$ cat src/rtl/if_stage_mo_pkg.sv
// Fetch-stage shared types and the FS->DS bus width.
// The bus is packed as {adef, inst[31:0], pc[31:0]}.
`ifndef FS_TO_DS_BUS_WD
`define FS_TO_DS_BUS_WD 65
`endif

package if_stage_mo_pkg;

    typedef struct packed {
        logic        adef;
        logic [31:0] inst;
        logic [31:0] pc;
    } fs_entry_t;

    function automatic fs_entry_t fs_pack(input logic adef, input logic [31:0] inst,
                                          input logic [31:0] pc);
        fs_entry_t e;
        e.adef = adef;
        e.inst = inst;
        e.pc   = pc;
        return e;
    endfunction

endpackage

$ cat src/rtl/if_sync_fifo.sv
// Small synchronous FIFO with a combinational head and an occupancy count.
// DEPTH need not be a power of two; pointers wrap explicitly.
module if_sync_fifo #(
    parameter int  WIDTH = 32,
    parameter int  DEPTH = 2,
    localparam int CW    = $clog2(DEPTH + 1),
    localparam int PW    = (DEPTH > 1) ? $clog2(DEPTH) : 1
) (
    input  logic             clk,
    input  logic             reset,
    input  logic             push_i,
    input  logic [WIDTH-1:0] din_i,
    input  logic             pop_i,
    input  logic             clear_i,
    output logic [CW-1:0]    count_o,
    output logic [WIDTH-1:0] head_o
);
    logic [WIDTH-1:0] mem_q [DEPTH];
    logic [PW-1:0]    rd_q, wr_q;
    logic [CW-1:0]    cnt_q;

    function automatic logic [PW-1:0] nxt(input logic [PW-1:0] p);
        return (p == PW'(DEPTH - 1)) ? '0 : p + 1'b1;
    endfunction

    always_ff @(posedge clk) begin
        if (reset || clear_i) begin
            rd_q  <= '0;
            wr_q  <= '0;
            cnt_q <= '0;
        end else begin
            if (push_i) begin
                mem_q[wr_q] <= din_i;
                wr_q        <= nxt(wr_q);
            end
            if (pop_i) rd_q <= nxt(rd_q);
            cnt_q <= cnt_q + CW'(push_i) - CW'(pop_i);
        end
    end

    assign count_o = cnt_q;
    assign head_o  = mem_q[rd_q];

endmodule

$ cat src/rtl/if_stage_mo.sv
// Multi-outstanding instruction fetch stage with an instruction queue and discard counter.
// Define IF_PERF_CNT_EN to add the fetch/discard/stall performance counter ports.
module if_stage_mo
    import if_stage_mo_pkg::*;
#(
    parameter logic [31:0] RESET_PC        = 32'h1c000000,
    parameter int          MAX_OUTSTANDING = 2,
    parameter int          IBUF_DEPTH      = 4
) (
    input  logic                        clk,
    input  logic                        reset,
    input  logic                        ds_allowin,
    input  logic                        flush_valid,
    input  logic [31:0]                 flush_target,
    input  logic                        br_valid,
    input  logic [31:0]                 br_target,
    input  logic                        br_stall,
    output logic                        fs_to_ds_valid,
    output logic [`FS_TO_DS_BUS_WD-1:0] fs_to_ds_bus,
    output logic                        inst_sram_req,
    output logic                        inst_sram_wr,
    output logic [1:0]                  inst_sram_size,
    output logic [3:0]                  inst_sram_wstrb,
    output logic [31:0]                 inst_sram_addr,
    output logic [31:0]                 inst_sram_wdata,
    input  logic                        inst_sram_addr_ok,
    input  logic                        inst_sram_data_ok,
    input  logic [31:0]                 inst_sram_rdata
`ifdef IF_PERF_CNT_EN
   ,output logic [31:0]                 perf_fetch_cnt,
    output logic [31:0]                 perf_discard_cnt,
    output logic [31:0]                 perf_stall_cnt
`endif
);
    localparam int CW  = $clog2(MAX_OUTSTANDING + 1);
    localparam int QCW = $clog2(IBUF_DEPTH + 1);
    localparam int LW  = QCW + CW + 1;

    logic [31:0]   fetch_pc_q, fetch_pc_d;
    logic          halted_q, halted_d;
    logic [CW-1:0] discard_q, discard_d;
    logic [CW-1:0] inflight;
    logic [QCW-1:0] q_count;
    logic [LW-1:0] live;
    logic [31:0]   pc_head, redirect_pc;
    logic          redirect, aligned, slot_ok, fire, resp, keep, adef_push, q_push, q_pop;
    fs_entry_t     q_din, q_head;

    assign redirect    = flush_valid | br_valid;
    assign redirect_pc = flush_valid ? flush_target : br_target;
    assign aligned     = fetch_pc_q[1:0] == 2'b00;

    // Every live request owns a queue slot, so a full queue can never overflow.
    assign live    = LW'(q_count) + LW'(inflight) - LW'(discard_q);
    assign slot_ok = live < LW'(IBUF_DEPTH);

    assign inst_sram_req   = ~reset & ~redirect & ~br_stall & ~halted_q & aligned
                           & (inflight < CW'(MAX_OUTSTANDING)) & slot_ok;
    assign inst_sram_addr  = fetch_pc_q;
    assign inst_sram_wr    = 1'b0;
    assign inst_sram_size  = 2'd2;
    assign inst_sram_wstrb = 4'h0;
    assign inst_sram_wdata = 32'h0;

    assign fire      = inst_sram_req & inst_sram_addr_ok;
    assign resp      = inst_sram_data_ok & (inflight != '0);
    assign keep      = resp & ~redirect & (discard_q == '0);
    assign adef_push = ~reset & ~redirect & ~halted_q & ~aligned & slot_ok;
    assign q_push    = keep | adef_push;
    assign q_din     = adef_push ? fs_pack(1'b1, 32'h0, fetch_pc_q)
                                 : fs_pack(1'b0, inst_sram_rdata, pc_head);

    assign fs_to_ds_valid = q_count != '0;
    assign q_pop          = fs_to_ds_valid & ds_allowin & ~redirect;
    assign fs_to_ds_bus   = fs_to_ds_valid ? q_head : '0;

    // The pc FIFO occupancy doubles as the in-flight request count.
    if_sync_fifo #(.WIDTH(32), .DEPTH(MAX_OUTSTANDING)) u_pc_fifo (
        .clk(clk), .reset(reset), .push_i(fire), .din_i(fetch_pc_q),
        .pop_i(resp), .clear_i(1'b0), .count_o(inflight), .head_o(pc_head)
    );

    if_sync_fifo #(.WIDTH($bits(fs_entry_t)), .DEPTH(IBUF_DEPTH)) u_ibuf (
        .clk(clk), .reset(reset), .push_i(q_push), .din_i(q_din),
        .pop_i(q_pop), .clear_i(redirect), .count_o(q_count), .head_o(q_head)
    );

    always_comb begin
        fetch_pc_d = fetch_pc_q;
        halted_d   = halted_q;
        discard_d  = discard_q;
        if (redirect) begin
            fetch_pc_d = redirect_pc;
            halted_d   = 1'b0;
            // All responses still owed are stale; discard_q is already part of inflight.
            discard_d  = inflight - CW'(resp);
        end else begin
            if (fire)                          fetch_pc_d = fetch_pc_q + 32'd4;
            if (adef_push)                     halted_d   = 1'b1;
            if (resp && (discard_q != '0))     discard_d  = discard_q - 1'b1;
        end
    end

    always_ff @(posedge clk) begin
        if (reset) begin
            fetch_pc_q <= RESET_PC;
            halted_q   <= 1'b0;
            discard_q  <= '0;
        end else begin
            fetch_pc_q <= fetch_pc_d;
            halted_q   <= halted_d;
            discard_q  <= discard_d;
        end
    end

`ifdef IF_PERF_CNT_EN
    logic [31:0] perf_fetch_q, perf_discard_q, perf_stall_q;

    always_ff @(posedge clk) begin
        if (reset) begin
            perf_fetch_q   <= '0;
            perf_discard_q <= '0;
            perf_stall_q   <= '0;
        end else begin
            perf_fetch_q   <= perf_fetch_q + 32'(fire);
            perf_discard_q <= perf_discard_q + 32'(resp & ~keep);
            perf_stall_q   <= perf_stall_q + 32'(fs_to_ds_valid & ~ds_allowin);
        end
    end

    assign perf_fetch_cnt   = perf_fetch_q;
    assign perf_discard_cnt = perf_discard_q;
    assign perf_stall_cnt   = perf_stall_q;
`endif

    a_dok_needs_inflight: assert property (@(posedge clk) disable iff (reset)
        inst_sram_data_ok |-> (inflight != '0));

endmodule

$ cat config.mk
export PLATFORM = sky130hd
export DESIGN_NAME = if_stage_mo
export DESIGN_NICKNAME = d
export VERILOG_FILES = /design/src/rtl/if_stage_mo_pkg.sv /design/src/rtl/if_sync_fifo.sv /design/src/rtl/if_stage_mo.sv
export SDC_FILE = /design/constraint.sdc
export NUM_CORES = 1
export LEC_CHECK = 0
export CORE_MARGIN = 2
export CORE_UTILIZATION = 36
export DETAILED_ROUTE_END_ITERATION = 12
export MAX_ROUTING_LAYER = met4
export PLACE_DENSITY = 0.67
export SKIP_CTS_REPAIR_TIMING = 1
export SLEW_MARGIN = 10
export SYNTH_ARGS = -nofsm -noshare
export SYNTH_HDL_FRONTEND = slang
export SYNTH_SLANG_ARGS = --single-unit
$ cat constraint.sdc
create_clock -name clk -period 4.6 [get_ports clk]
set_input_delay 0.69 -clock clk [delete_from_list [all_inputs] [get_ports clk]]
set_output_delay 0.69 -clock clk [all_outputs]
set_load 0.05 [all_outputs]
==> results of run 1 <==
-- cell usage after synthesis, drive strengths merged --
master	count	area (um^2)
a211oi	11	95.1
a21o	2	15.0
a21oi	74	370
a221oi	3	26.3
a31oi	1	6.26
a32oi	3	26.3
and2	102	638
and3	7	43.8
and3b	1	8.76
and4	1	8.76
buf	52	379
clkbuf	49	184
conb	2	7.51
dfxtp	49	981
edfxtp	324	9730
fa	2	40.0
ha	15	188
inv	27	101
mux2	3	33.8
mux2i	44	440
mux4	65	1460
nand2	45	169
nand2b	1	6.26
nand3	15	75.1
nand4	12	75.1
nor2	88	330
nor2b	3	18.8
nor3	7	50.1
nor4	11	87.6
o211a	1	10.0
o211ai	3	27.5
o21a	1	7.51
o21ai	24	124
o21bai	1	7.51
o22ai	4	25.0
o31a	2	17.5
o31ai	3	22.5
or2	4	25.0
or3	2	12.5
xnor2	11	96.3
xor2	8	70.1
-- flip-flops by register name, summed over array words and instances, names as in the netlist, 2 cells and up, named ones only --
| register | flops |
|---|---|
| u_ibuf.rd_q | 2 |
| discard_q | 2 |
| u_pc_fifo.mem_q | 64 |
| u_pc_fifo.count_o | 2 |
| u_ibuf.wr_q | 2 |
| u_ibuf.mem_q | 260 |
| u_ibuf.count_o | 3 |
| inst_sram_addr | 32 |
-- layout make-up --
cell class,count,area (um^2)
multi-input combinational,619,4840
clock inverter,24,277
clock buffer,48,1070
fill,3979,24100
sequential,373,10700
inverter,27,101
tap,592,741
timing repair buffer,223,2250
antenna,1,2.50
-- power by group --
part / leakage, nW / total [mW] / switching [mW] / internal (mW)
Sequential: 3.33 / 3.90 / 0.0787 / 3.82
Combinational: 2.58 / 0.925 / 0.576 / 0.348
Clock: 0.651 / 3.24 / 1.29 / 1.95
-- final timing paths --
check                   endpoint  slack, ns
max                inst_sram_req       0.59
max reg2reg  u_ibuf.mem_q[0][13]       0.98
min reg2reg             register       0.50
min                     register       0.50
-- stage by stage --
step | hold slack (ns) | setup slack [ns] | power [mW] | instances | area, um^2
finish | 0.503 | 0.591 | 8.07 | 1907 | 20000
detailed placement | 0.494 | 0.955 | 4.90 | 1834 | 18700
global placement | 0.468 | 0.988 | 4.88 | 1834 | 18700
CTS | 0.507 | 0.562 | 8.15 | 1906 | 20000
floorplan | 0.454 | 0.182 | 4.60 | 1120 | 16200
global route | 0.519 | 0.392 | 8.36 | 1907 | 20000
-- cells in the final DEF (no fill, tap or decap), types with 4 or more instances in the layout --
cell type          n
buf_12             7
conb_1            39
nand4_1           12
clkinv_2           4
mux2i_1           44
buf_4             15
nor2_1            87
a21oi_1           74
nand2_1           45
clkdlybuf4s50_1  199
nand3_1           14
xor2_1             8
bufinv_16          5
clkbuf_1           4
and2_1           102
edfxtp_1         324
mux4_2            65
nor4_1             8
clkbuf_16         40
and3_4             4
dfxtp_1           46
clkbuf_8           4
nor3_1             4
or2_2              4
o22ai_1            4
o21ai_0           20
inv_1             27
ha_1              15
a211oi_1          10
xnor2_1           11
clkinv_1           8
-- per-layer routing --
| metal | GRT usage, % | wire, um | vias up |
|---|---|---|---|
| li1 | - | - | 4373 |
| met1 | 22.2 | 16800 | 4643 |
| met2 | 26.7 | 18300 | 314 |
| met3 | 3.18 | 2190 | 55 |
| met4 | 3.59 | 630 | 0 |
| met5 | - | 0 | - |
-- worst reg2reg max path, cell delays in order (launching register included) --
cell and delay [ns]:
dfxtp_1 0.40, inv_1 0.11, fa_1 0.49, inv_1 0.04
ha_1 0.27, and3b_1 0.17, nor4_1 0.46, o211ai_1 0.22
o21ai_2 0.20, and3_4 0.57, buf_12 0.30
-- cells by family (layout without fill, tap and decap cells) --
kind of cell / Yosys count / in the layout / synth area share, %
compound gates: 133 / 133 / 4.87
xor+xnor: 19 / 19 / 1.04
fa+ha+maj: 17 / 17 / 1.42
buf+inv: 128 / 322 / 4.14
flops: 373 / 373 / 66.8
mux: 112 / 112 / 12.1
other cells: 2 / 40 / 0.0468
simple gates: 299 / 299 / 9.65
==> metrics.md, run 1 <==
| Metric | Value |
|---|---|
| Grt total ovfl | `0` |
| Largest net degree at the start of global routing | `94` |
| R2r startpoint | `u_ibuf.count_o[1]` |
| GRT Overall Usage | `16.7%` |
| Slew headroom | `32.2%` |
| Max Clk Rate | `0.249 GHz` |
| Register area share after synthesis | `66.8%` |
| Tightest Pin Transition | `1.02 ns` |
| Inserted Clock Buffers | `40` |
| Startpoint Class | `register` |
| Drt pass-1 iters | `5` |
| Crit path cell chain | `inv_1 -> fa_1 -> inv_1 -> ha_1 -> and3b_1 -> nor4_1 -> o21a_1 -> and2_1 -> buf_12` |
| Leakage power | `6.56 nW` |
| Peak supply drop | `235 uV` |
| Final Hold Viols | `0` |
| Worst-skew pair later-pin latency | `0.54 ns` |
| Tcrit/Tclk final | `87.1%` |
| Critical path depth | `9` |
| Worst-path clk slew | `0.06 ns` |
| Critical path class | `register to primary output` |
| CP bufs+invs | `3` |
| Worst EP required | `3.91 ns` |
| Clock tree buffer depth | `3` |
| Rows | `77` |
| Critical Path Fanout Max | `6` |
| Max-cap violation count | `0` |
| HP Class | `register to register` |
| Post-DR wirelength/cell | `19.9 um` |
| Hold depth | `2` |
| Die width | `215 um` |
| Clk_skew | `0.0161 ns` |
| Outcome | `complete, no violations` |
| Layout area overhead | `24.7%` |
| Vias | `9385` |
| Beginning of the critical path | `u_ibuf.count_o[1]` |
| CP most frequent cell | `inv_1` |
| Initial DRC count | `629` |
| Syn Std Cell Area | `16000 um^2` |
| Root buf cell | `clkbuf_16` |
| Setup Viol. Count Final | `0` |
| Reg2Reg Depth | `10` |
| CORE AREA | `between 40000 and 50000 um^2` |
| RSZ-0062 raised after global routing | `false` |
| Period minus WS final | `~4 ns` |
| CP max stage cell | `fa_1` |
| Final WL | `~38000 um` |
| Average vias per placed instance | `approximately 4.9` |
| Io pins | `242` |
| H-tree lvl count | `2` |
| Warnings, synthesis | `0` |
| Final Max Slew Viols | `0` |
| Number of global-route vias before repair | `9308` |
| Synth cell types | `51` |
| Sink Count | `373` |
| TNS Setup | `0 ns` |
| Avg Cell Area, Syn | `14.8 um^2` |
| Fin nets | `1405` |
| Initial Util | `36.4%` |
| Chip height | `215 um` |
| TritonCTS clock tree | `yes` |
| #FFs+latches synth | `373` |
| Initial antenna violation count | `3` |
| Post-route ant nets | `0` |
| Post-DP HPWL | `25300 um` |
| Core Util, Final | `45.3%` |
| Hold Startpoint | `u_pc_fifo.rd_q` |
| Layout cells sized above 1 | `13.1%` |
| Power per cell area | `403 nW/um^2` |
| Largest delay share family, worst path | `simple AND/OR/NAND/NOR gates` |
| GP Congestion | `0.844` |
| Mapped Cells | `between 1000 and 1500` |
| First-pass GRT wire length | `57200 um` |
| Worst EP arrival | `roughly 3.3 ns` |
| Port Buffer Count | `202` |
| CP endpoint kind | `primary output` |
| Largest stage delay, worst path | `0.49 ns` |
| Die area | `46300 um^2` |
| # DRC | `0` |
No activity file was read; power rests on OpenSTA's default activity.
==> run 2: changes to the inputs <==
--- a/config.mk
+++ b/config.mk
@@ -5,11 +5,10 @@
 export SDC_FILE = /design/constraint.sdc
 export NUM_CORES = 1
 export LEC_CHECK = 0
-export CORE_MARGIN = 2
-export CORE_UTILIZATION = 36
+export CORE_UTILIZATION = 49
 export DETAILED_ROUTE_END_ITERATION = 12
 export MAX_ROUTING_LAYER = met4
-export PLACE_DENSITY = 0.67
+export PLACE_DENSITY = 0.84
 export SKIP_CTS_REPAIR_TIMING = 1
 export SLEW_MARGIN = 10
 export SYNTH_ARGS = -nofsm -noshare
==> run 2 against run 1 <==
Compared with the run above:
- sequential cell count is the same
- largest power group unchanged
- utilization increased by 16 points
- critical endpoint unchanged
- setup slack improved by 0.055 ns
==> metrics.md, run 2 (synthesis gave the netlist of run 1 again) <==
| Metric | Value |
|---|---|
| Outcome | `complete, no violations` |
| Internal cell power | `around 5.9 mW` |
| Clock tree buffer depth | `3` |
| Period minus WS final | `3.95 ns` |
| Max Clk Rate | `approximately 0.25 GHz` |
| Final Hold Viols | `0` |
| Largest stage delay, worst path | `~0.50 ns` |
| GP Congestion | `0.883` |
| Max-cap violation count | `0` |
| Fin nets | `roughly 1400` |
| Post-DP HPWL | `22300 um` |
| Root buf cell | `clkbuf_16` |
| Initial Util | `50.3%` |
| Layout area overhead | `22.2%` |
| Critical Path Fanout Max | `6` |
| Port Buffer Count | `202` |
| Worst EP required | `3.91 ns` |
| # DRC | `0` |
| Final WL | `~35000 um` |
| Worst-path clk slew | `0.06 ns` |
| Part of the power in registers | `51.3%` |
| NetSw | `1.85 mW` |
| Post-route ant nets | `0` |
| Drt pass-1 iters | `5` |
| Most common cell after layout, fill and taps aside | `edfxtp_1` |
| Initial antenna violation count | `0` |
| Chip height | `183 um` |
| GRT Overall Usage | `21.8%` |
| Peak supply drop | `257 uV` |
| Max reg flops | `260` |
| Layout cells sized above 1 | `11.9%` |
| Sink Count | `373` |
| Tcrit/Tclk final | `86.0%` |
| Worst-skew pair later-pin latency | `0.51 ns` |
| CP endpoint kind | `primary output` |
| Most frequent cells in the layout | `edfxtp_1 (324), clkdlybuf4s50_1 (200), and2_1 (102)` |
| Clock Power Share | `between 30% and 40%` |
| Critical path class | `register to primary output` |
| Hold depth | `2` |
| CP max stage cell | `fa_1` |
| Startpoint Class | `register` |
| TritonCTS clock tree | `yes` |
| HP Class | `register to register` |
| CP most frequent cell | `inv_1` |
| Switching fraction of total power | `24.0%` |
| Io pins | `242` |
| Crit path cell chain | `inv_1 -> fa_1 -> inv_1 -> ha_1 -> and3b_1 -> nor4_1 -> o21a_1 -> and2_1 -> buf_12` |
| Leakage power | `roughly 6.5 nW` |
| Power per cell area | `394 nW/um^2` |
| First-pass GRT wire length | `54000 um` |
| Tightest Pin Transition | `1.11 ns` |
| Die width | `~180 um` |
| H-tree lvl count | `2` |
| Grt total ovfl | `0` |
| Inserted Clock Buffers | `37` |
| Initial DRC count | `709` |
| RSZ-0062 raised after global routing | `false` |
| Slew headroom | `26.0%` |
| Vias | `9509` |
| Rows | `65` |
| Post-DR wirelength/cell | `20.2 um` |
| Largest net degree at the start of global routing | `94` |
| Worst EP arrival | `3.26 ns` |
| Clk_skew | `between 0.015 and 0.02 ns` |
| Core Util, Final | `61.5%` |
| Setup Viol. Count Final | `0` |
| Logic pwr share | `11.4%` |
| Die area | `33500 um^2` |
| Reg2Reg Depth | `10` |
| Antenna Cells | `0` |
| Final Max Slew Viols | `0` |
| Average vias per placed instance | `5.46` |
| TNS Setup | `0 ns` |
| Number of global-route vias before repair | `~9400` |
| CORE AREA | `31900 um^2` |
| Biggest register | `u_ibuf.mem_q` |
==> run 2: metal layers <==
metal  up-vias  wire (um)  track usage, %
met1      4673      15000            29.3
li1       4365          -               -
met4         0        760            5.57
met3        57       2370            3.42
met2       414      16900            35.0
met5         -          0               -
==> run 2: metrics by stage <==
step	std cells	total power, mW	instance area, um^2	hold slack [ns]	setup WS (ns)
floorplan	1120	4.60	16200	0.454	0.182
global placement	1676	4.87	18500	0.458	1.08
detailed placement	1676	4.90	18500	0.475	0.965
CTS	1740	7.76	19600	0.485	0.655
global route	1740	7.97	19600	0.508	0.381
finish	1740	7.71	19600	0.488	0.646
==> run 2: worst max-delay path, delay by kind of cell (launching register included) <==
| family | cells | cell delay [ns] |
|---|---|---|
| simple gates | 3 | 0.92 |
| compound gates | 1 | 0.38 |
| flops | 1 | 0.40 |
| buf+inv | 3 | 0.28 |
| fa+ha+maj | 2 | 0.77 |
==> run 2: cell type report <==
class                   count  area (um^2)
inverters                  27          101
repair buffers            222         2250
flip-flops and latches    373        10700
clock inverters            21          198
clock buffers              43          948
well taps                 435          544
fillers                  2366        12300
multi-input cells         619         4840
==> run 2: power by group through the flow <==
| stage | Clock, mW | Combinational [mW] | Sequential, mW |
|---|---|---|---|
| after floorplan | 0 | 0.595 | 4.00 |
| after global placement | 0 | 0.848 | 4.02 |
| after detailed placement | 0 | 0.870 | 4.03 |
| after CTS | 2.93 | 0.876 | 3.95 |
| after global routing | 3.05 | 0.951 | 3.97 |
| final | 2.88 | 0.877 | 3.96 |
==> run 2: path summary, 6_finish.rpt <==
kind	from	endpoint	slack (ns)
worst max-delay path	u_pc_fifo.count_o[1]	inst_sram_req	0.65
worst min-delay path	u_ibuf.rd_q[1]	register	0.49
worst max register to register	u_pc_fifo.count_o[1]	u_ibuf.mem_q[1][3]	0.99
worst min register to register	u_ibuf.rd_q[1]	register	0.49
